[config.mk]
export PLATFORM = sky130hd
export DESIGN_NAME = digital_led_scan
export DESIGN_NICKNAME = d
export VERILOG_FILES = /design/src/rtl/digital_led_scan.sv
export SDC_FILE = /design/constraint.sdc
export NUM_CORES = 1
export LEC_CHECK = 0
export BUFFER_PORTS_ARGS = -buffer_cell sky130_fd_sc_hd__buf_2
export CORE_MARGIN = 10
export CORE_UTILIZATION = 58
export DETAILED_ROUTE_END_ITERATION = 8
export GPL_TIMING_DRIVEN = 0
export PLACE_DENSITY = 0.79
export SYNTH_ARGS = -nofsm -noshare
export SYNTH_HDL_FRONTEND = slang
export SYNTH_SLANG_ARGS = --single-unit
export TNS_END_PERCENT = 30
[constraint.sdc]
create_clock -name clk -period 2.9 [get_ports clk]
set_input_delay 0.29 -clock clk [delete_from_list [all_inputs] [get_ports clk]]
set_output_delay 0.29 -clock clk [all_outputs]
set_load 0.02 [all_outputs]
[src/rtl/digital_led_scan.sv]
// digital_led_scan: multiplexed 7-segment scanner with per-slot blanking and tear-free frame snapshots
// Optional leading-zero blanking is enabled by defining DIGITAL_LED_SCAN_LZB_EN.
module digital_led_scan #(
    parameter int NDIG      = 3,
    parameter int DIV       = 50000,
    parameter int BLANK_CYC = 16
) (
    input  logic              clk,
    input  logic              rst,
    input  logic              en,
    input  logic [NDIG*4-1:0] bcd,
    input  logic [NDIG-1:0]   dp_in,
    output logic [NDIG-1:0]   sel,
    output logic [6:0]        seg,
    output logic              dp,
    output logic              frame
);
    localparam int CW = $clog2(DIV);
    localparam int IW = $clog2(NDIG);
    localparam logic [6:0] SEG_LUT [16] = '{
        7'h3f, 7'h06, 7'h5b, 7'h4f, 7'h66, 7'h6d, 7'h7d, 7'h07,
        7'h7f, 7'h6f, 7'h77, 7'h7c, 7'h39, 7'h5e, 7'h79, 7'h71
    };
    typedef enum logic [1:0] {IDLE, BLANK, SHOW} state_t;
    state_t              state, state_nxt;
    logic [CW-1:0]       cnt, cnt_nxt;
    logic [IW-1:0]       idx, idx_nxt;
    logic [NDIG*4-1:0]   sh_bcd, sh_bcd_nxt;
    logic [NDIG-1:0]     sh_dp, sh_dp_nxt;
    logic [NDIG-1:0]     sel_nxt;
    logic [6:0]          seg_nxt;
    logic                dp_nxt, frame_nxt;
    logic [3:0]          nib;
    logic [NDIG-1:0]     dp_sh;
    logic                lz_blank;
    logic                show;
    assign nib   = 4'(sh_bcd >> {idx, 2'b00});
    assign dp_sh = sh_dp >> idx;
`ifdef DIGITAL_LED_SCAN_LZB_EN
    logic [NDIG*4-1:0] hi;
    assign hi       = sh_bcd >> {idx, 2'b00};
    assign lz_blank = (idx != '0) && (hi == '0);
`else
    assign lz_blank = 1'b0;
`endif
    // Next-state, slot timing, snapshot capture and registered-output precompute
    always_comb begin
        state_nxt  = state;
        cnt_nxt    = cnt;
        idx_nxt    = idx;
        sh_bcd_nxt = sh_bcd;
        sh_dp_nxt  = sh_dp;
        frame_nxt  = 1'b0;
        if (!en) begin
            state_nxt = IDLE;
            cnt_nxt   = '0;
            idx_nxt   = '0;
        end else begin
            case (state)
                IDLE: begin
                    state_nxt  = BLANK;
                    cnt_nxt    = '0;
                    idx_nxt    = '0;
                    sh_bcd_nxt = bcd;
                    sh_dp_nxt  = dp_in;
                    frame_nxt  = 1'b1;
                end
                BLANK: begin
                    cnt_nxt   = cnt + 1'b1;
                    state_nxt = (cnt == CW'(BLANK_CYC - 1)) ? SHOW : BLANK;
                end
                SHOW: begin
                    if (cnt == CW'(DIV - 1)) begin
                        state_nxt = BLANK;
                        cnt_nxt   = '0;
                        if (idx == IW'(NDIG - 1)) begin
                            idx_nxt    = '0;
                            sh_bcd_nxt = bcd;
                            sh_dp_nxt  = dp_in;
                            frame_nxt  = 1'b1;
                        end else begin
                            idx_nxt = idx + 1'b1;
                        end
                    end else begin
                        cnt_nxt = cnt + 1'b1;
                    end
                end
                default: state_nxt = IDLE;
            endcase
        end
        show    = (state_nxt == SHOW);
        sel_nxt = show ? (NDIG'(1) << idx) : '0;
        seg_nxt = (show && !lz_blank) ? SEG_LUT[nib] : 7'h00;
        dp_nxt  = show && dp_sh[0];
    end
    // State and output registers; outputs move on the same edge as the state
    always_ff @(posedge clk or posedge rst) begin
        if (rst) begin
            state  <= IDLE;
            cnt    <= '0;
            idx    <= '0;
            sh_bcd <= '0;
            sh_dp  <= '0;
            sel    <= '0;
            seg    <= '0;
            dp     <= 1'b0;
            frame  <= 1'b0;
        end else begin
            state  <= state_nxt;
            cnt    <= cnt_nxt;
            idx    <= idx_nxt;
            sh_bcd <= sh_bcd_nxt;
            sh_dp  <= sh_dp_nxt;
            sel    <= sel_nxt;
            seg    <= seg_nxt;
            dp     <= dp_nxt;
            frame  <= frame_nxt;
        end
    end
endmodule
==> run metrics <==
run status finished, final reports clean; GPL Wtd Cong a little under 0.9; Crit Path Class reg2reg; WHS Path Cells 2; grt ovf 0; ys async rst share 100%; Mapped Nets 256; R2R depth 7; Post-Synthesis Cell Area 0.00249 sq mm; Buffers on Ports 28; Hold Path Origin bcd[1]; flop-to-flop setup slack ~0.36 ns; Initial Utilization 60.8%; vias in the first global route 1844; post-route cell area 0.00284 sq mm; Slew @ Worst Pin 0.989 ns; cell-internal power ~0.0011 W; Post-synth EDFFs 0; crit path max fanout 10; Setup-failing EPs final 0; WL per Instance 15.6 microns; Mapped Cells 229; Critical Path RT 3.14 ns; largest area contributor in the netlist dfrtp_1; maximum vdd drop ~0.00037 V; drt first pass iters 4; clock skew between 0.008 and 0.009 ns; unrepaired setup endpoints after global routing no; syn avg cell area 10.9 sq um; detailed-route via count 1854; # DRC 0; Setup Fix Bufs, Post-CTS 0; most common flop cell mapped by yosys dfrtp_1; H-Tree Depth 2; Core Rows 23; post-layout net count 293; Hold Vio Cnt, Final 0; CTS root buf clkbuf_8; Worst Hold Margin about 0.21 ns; clock share of power 34.7%; synthesis-to-finish area growth 14.1%; Yosys Warn Count 0; Hold Path Class in2reg; GRT Util Overall ~14%; fmax slightly below 400 MHz; Net Sw Power between 0.0003 and 0.0004 W; Clock transition at path regs ~0.09 ns; sequential fraction of the synthesis area 47.3%; Rel. slew slack between 30 and 40%; sw frac 24.6%; number of CTS-inserted buffers 5; fin crit period 2.54 ns; Comb power frac between 10% and 20%; ratio of cells with drive above 1 in the final layout between 20% and 30%; Via density ~5.8; Die H 85.5 microns; Yosys cell types 49; Post-Place Setup Slack 0.406 ns; critical path startpoint category flop; crit end category flop; final wirelength 4960 microns; Antenna Violating Nets Remaining 0; starting DRC count in detailed routing 136; Hold EP sh_bcd[1]; largest net degree at the start of global routing 32; Synth top area share 47.3%; CTS Sinks 47; leak pwr around 1.3 nW; Finished Layout Cells about 320; final setup margin 0.360 ns; initial antenna violation count 0; max cap viols 0; Worst Path Arrival 2.78 ns; dpl cells ~310; top post-synthesis cells by area dfrtp_1, mux2_4, ha_1; first-pass GRT wire length between 8000 and 9000 microns; period utilization 87.6%; Post-DP HPWL between 3000 and 4000 microns; Worst-Skew Late Latency 0.30 ns; worst flop-to-flop path startpoint idx[0]; PwrDens 507 mW/mm^2; core footprint roughly 0.0041 sq mm; Seq cells post-synth 47; Critical R2R Capture seg[3]; die width 85.5 microns; CTS tree yes; Die ar. between 0.007 and 0.008 sq mm; deepest clock path buffer count 2; Reg power frac 49.5%; dpl cell area 0.00271 sq mm; max-slew violation count 0; setup_tns 0 ns; I/O pins 30; n_diodes 0
==> what timing repair did <==
item                      in CTS  in global routing
resized for setup              0                  0
hold buffers                   1                  0
hold endpoints to repair      16                  0
==> placed cells by master (no fill, tap or decap), types with 4 or more instances in the layout <==
cell type,count
xnor2_1,7
nand4_1,4
nor2_1,25
a31oi_1,5
nand2_1,10
mux2_4,10
inv_1,10
clkbuf_1,6
mux2_2,6
o21ai_0,4
dfrtp_1,47
nor2b_1,4
buf_2,30
clkbuf_8,6
mux2i_1,10
ha_1,9
nor3_1,7
a21oi_1,9
nand3_1,5
==> routing by layer <==
layer	up-vias	global-route usage [%]	routed length [microns]
li1	896	-	-
met2	53	21.3	2220
met1	892	18.6	2360
met4	0	5.69	102
met3	13	4.68	275
met5	-	0	0
==> stage by stage <==
stage	util (%)	power, W
finish	69.4	0.00144
global route	69.4	0.00151
CTS	69.4	0.00145
detailed placement	66.3	0.000954
global placement	65.8	0.000941
floorplan	-	0.000898
==> cell usage after synthesis (all sizes together) (2+ instances only) <==
cell	count
nor2b	4
a21oi	9
ha	9
mux2	16
or4	4
nor4	4
a21boi	2
nand4b	2
nand4	4
a2bb2oi	2
a41oi	2
nor3	7
o21ai	5
o211ai	2
mux2i	10
nor3b	2
xnor2	7
inv	11
nand2	10
a21o	2
nand3	5
and3	2
nand2b	2
dfrtp	47
clkbuf	6
buf	4
o22ai	3
nor2	25
a22o	2
a31oi	5
o2bb2ai	2
==> worst max-delay path: stages, from the launching register on <==
cell and delay [ns]:
dfrtp_1 0.39, buf_1 0.44, mux2i_1 0.27, a2bb2oi_1 0.38, inv_1 0.17, ha_1 0.28, mux4_2 0.47, nor2_1 0.09
==> power groups by stage <==
stage | combinational (W) | sequential (W) | clock, W
after floorplan | 0.000178 | 0.000720 | 0
after global routing | 0.000256 | 0.000718 | 0.000538
after CTS | 0.000230 | 0.000713 | 0.000508
after global placement | 0.000218 | 0.000724 | 0
after detailed placement | 0.000228 | 0.000727 | 0
final | 0.000227 | 0.000713 | 0.000499
==> flip-flops by register name, summed over array words and instances, names as in the netlist <==
signal,cells
sh_bcd,12
sh_dp,3
idx,2
seg,7
state,2
frame,1
sel,3
cnt,16
dp,1
==> cell families (layout without fill, tap and decap cells) <==
| group | count (synthesis) | in the layout | synth area share [%] |
|---|---|---|---|
| simple gates | 76 | 76 | 16.7 |
| flops | 47 | 47 | 47.3 |
| compound gates | 41 | 41 | 11.4 |
| mux | 27 | 27 | 13.7 |
| buf+inv | 21 | 59 | 3.57 |
| fa+ha+maj | 9 | 9 | 4.53 |
| xor+xnor | 8 | 8 | 2.82 |
==> worst max path at each step <==
stage | slack [ns] | startpoint | cells past startpoint | to
after CTS | 0.38 | idx[0] | 7 | seg[3]
final | 0.36 | idx[0] | 7 | seg[3]
after global routing | 0.18 | cnt[10] | 5 | cnt[13]
after detailed placement | 0.41 | idx[0] | 7 | seg[3]
after global placement | 0.43 | cnt[10] | 6 | sh_dp[1]
after floorplan | 0.62 | cnt[10] | 6 | sh_bcd[0]
==> area by class of cell <==
type                            instances  area (sq um)
Fill cell                             312          1250
Clock inverter                          2          35.0
Timing Repair Buffer                   30           170
Clock buffer                            6          82.6
Tap cell                               50          62.6
Buffer                                 10          47.5
Multi-Input combinational cell        161          1220
Inverter                               11          41.3
Sequential cell                        47          1180
Power figures use the tool's default switching activity.
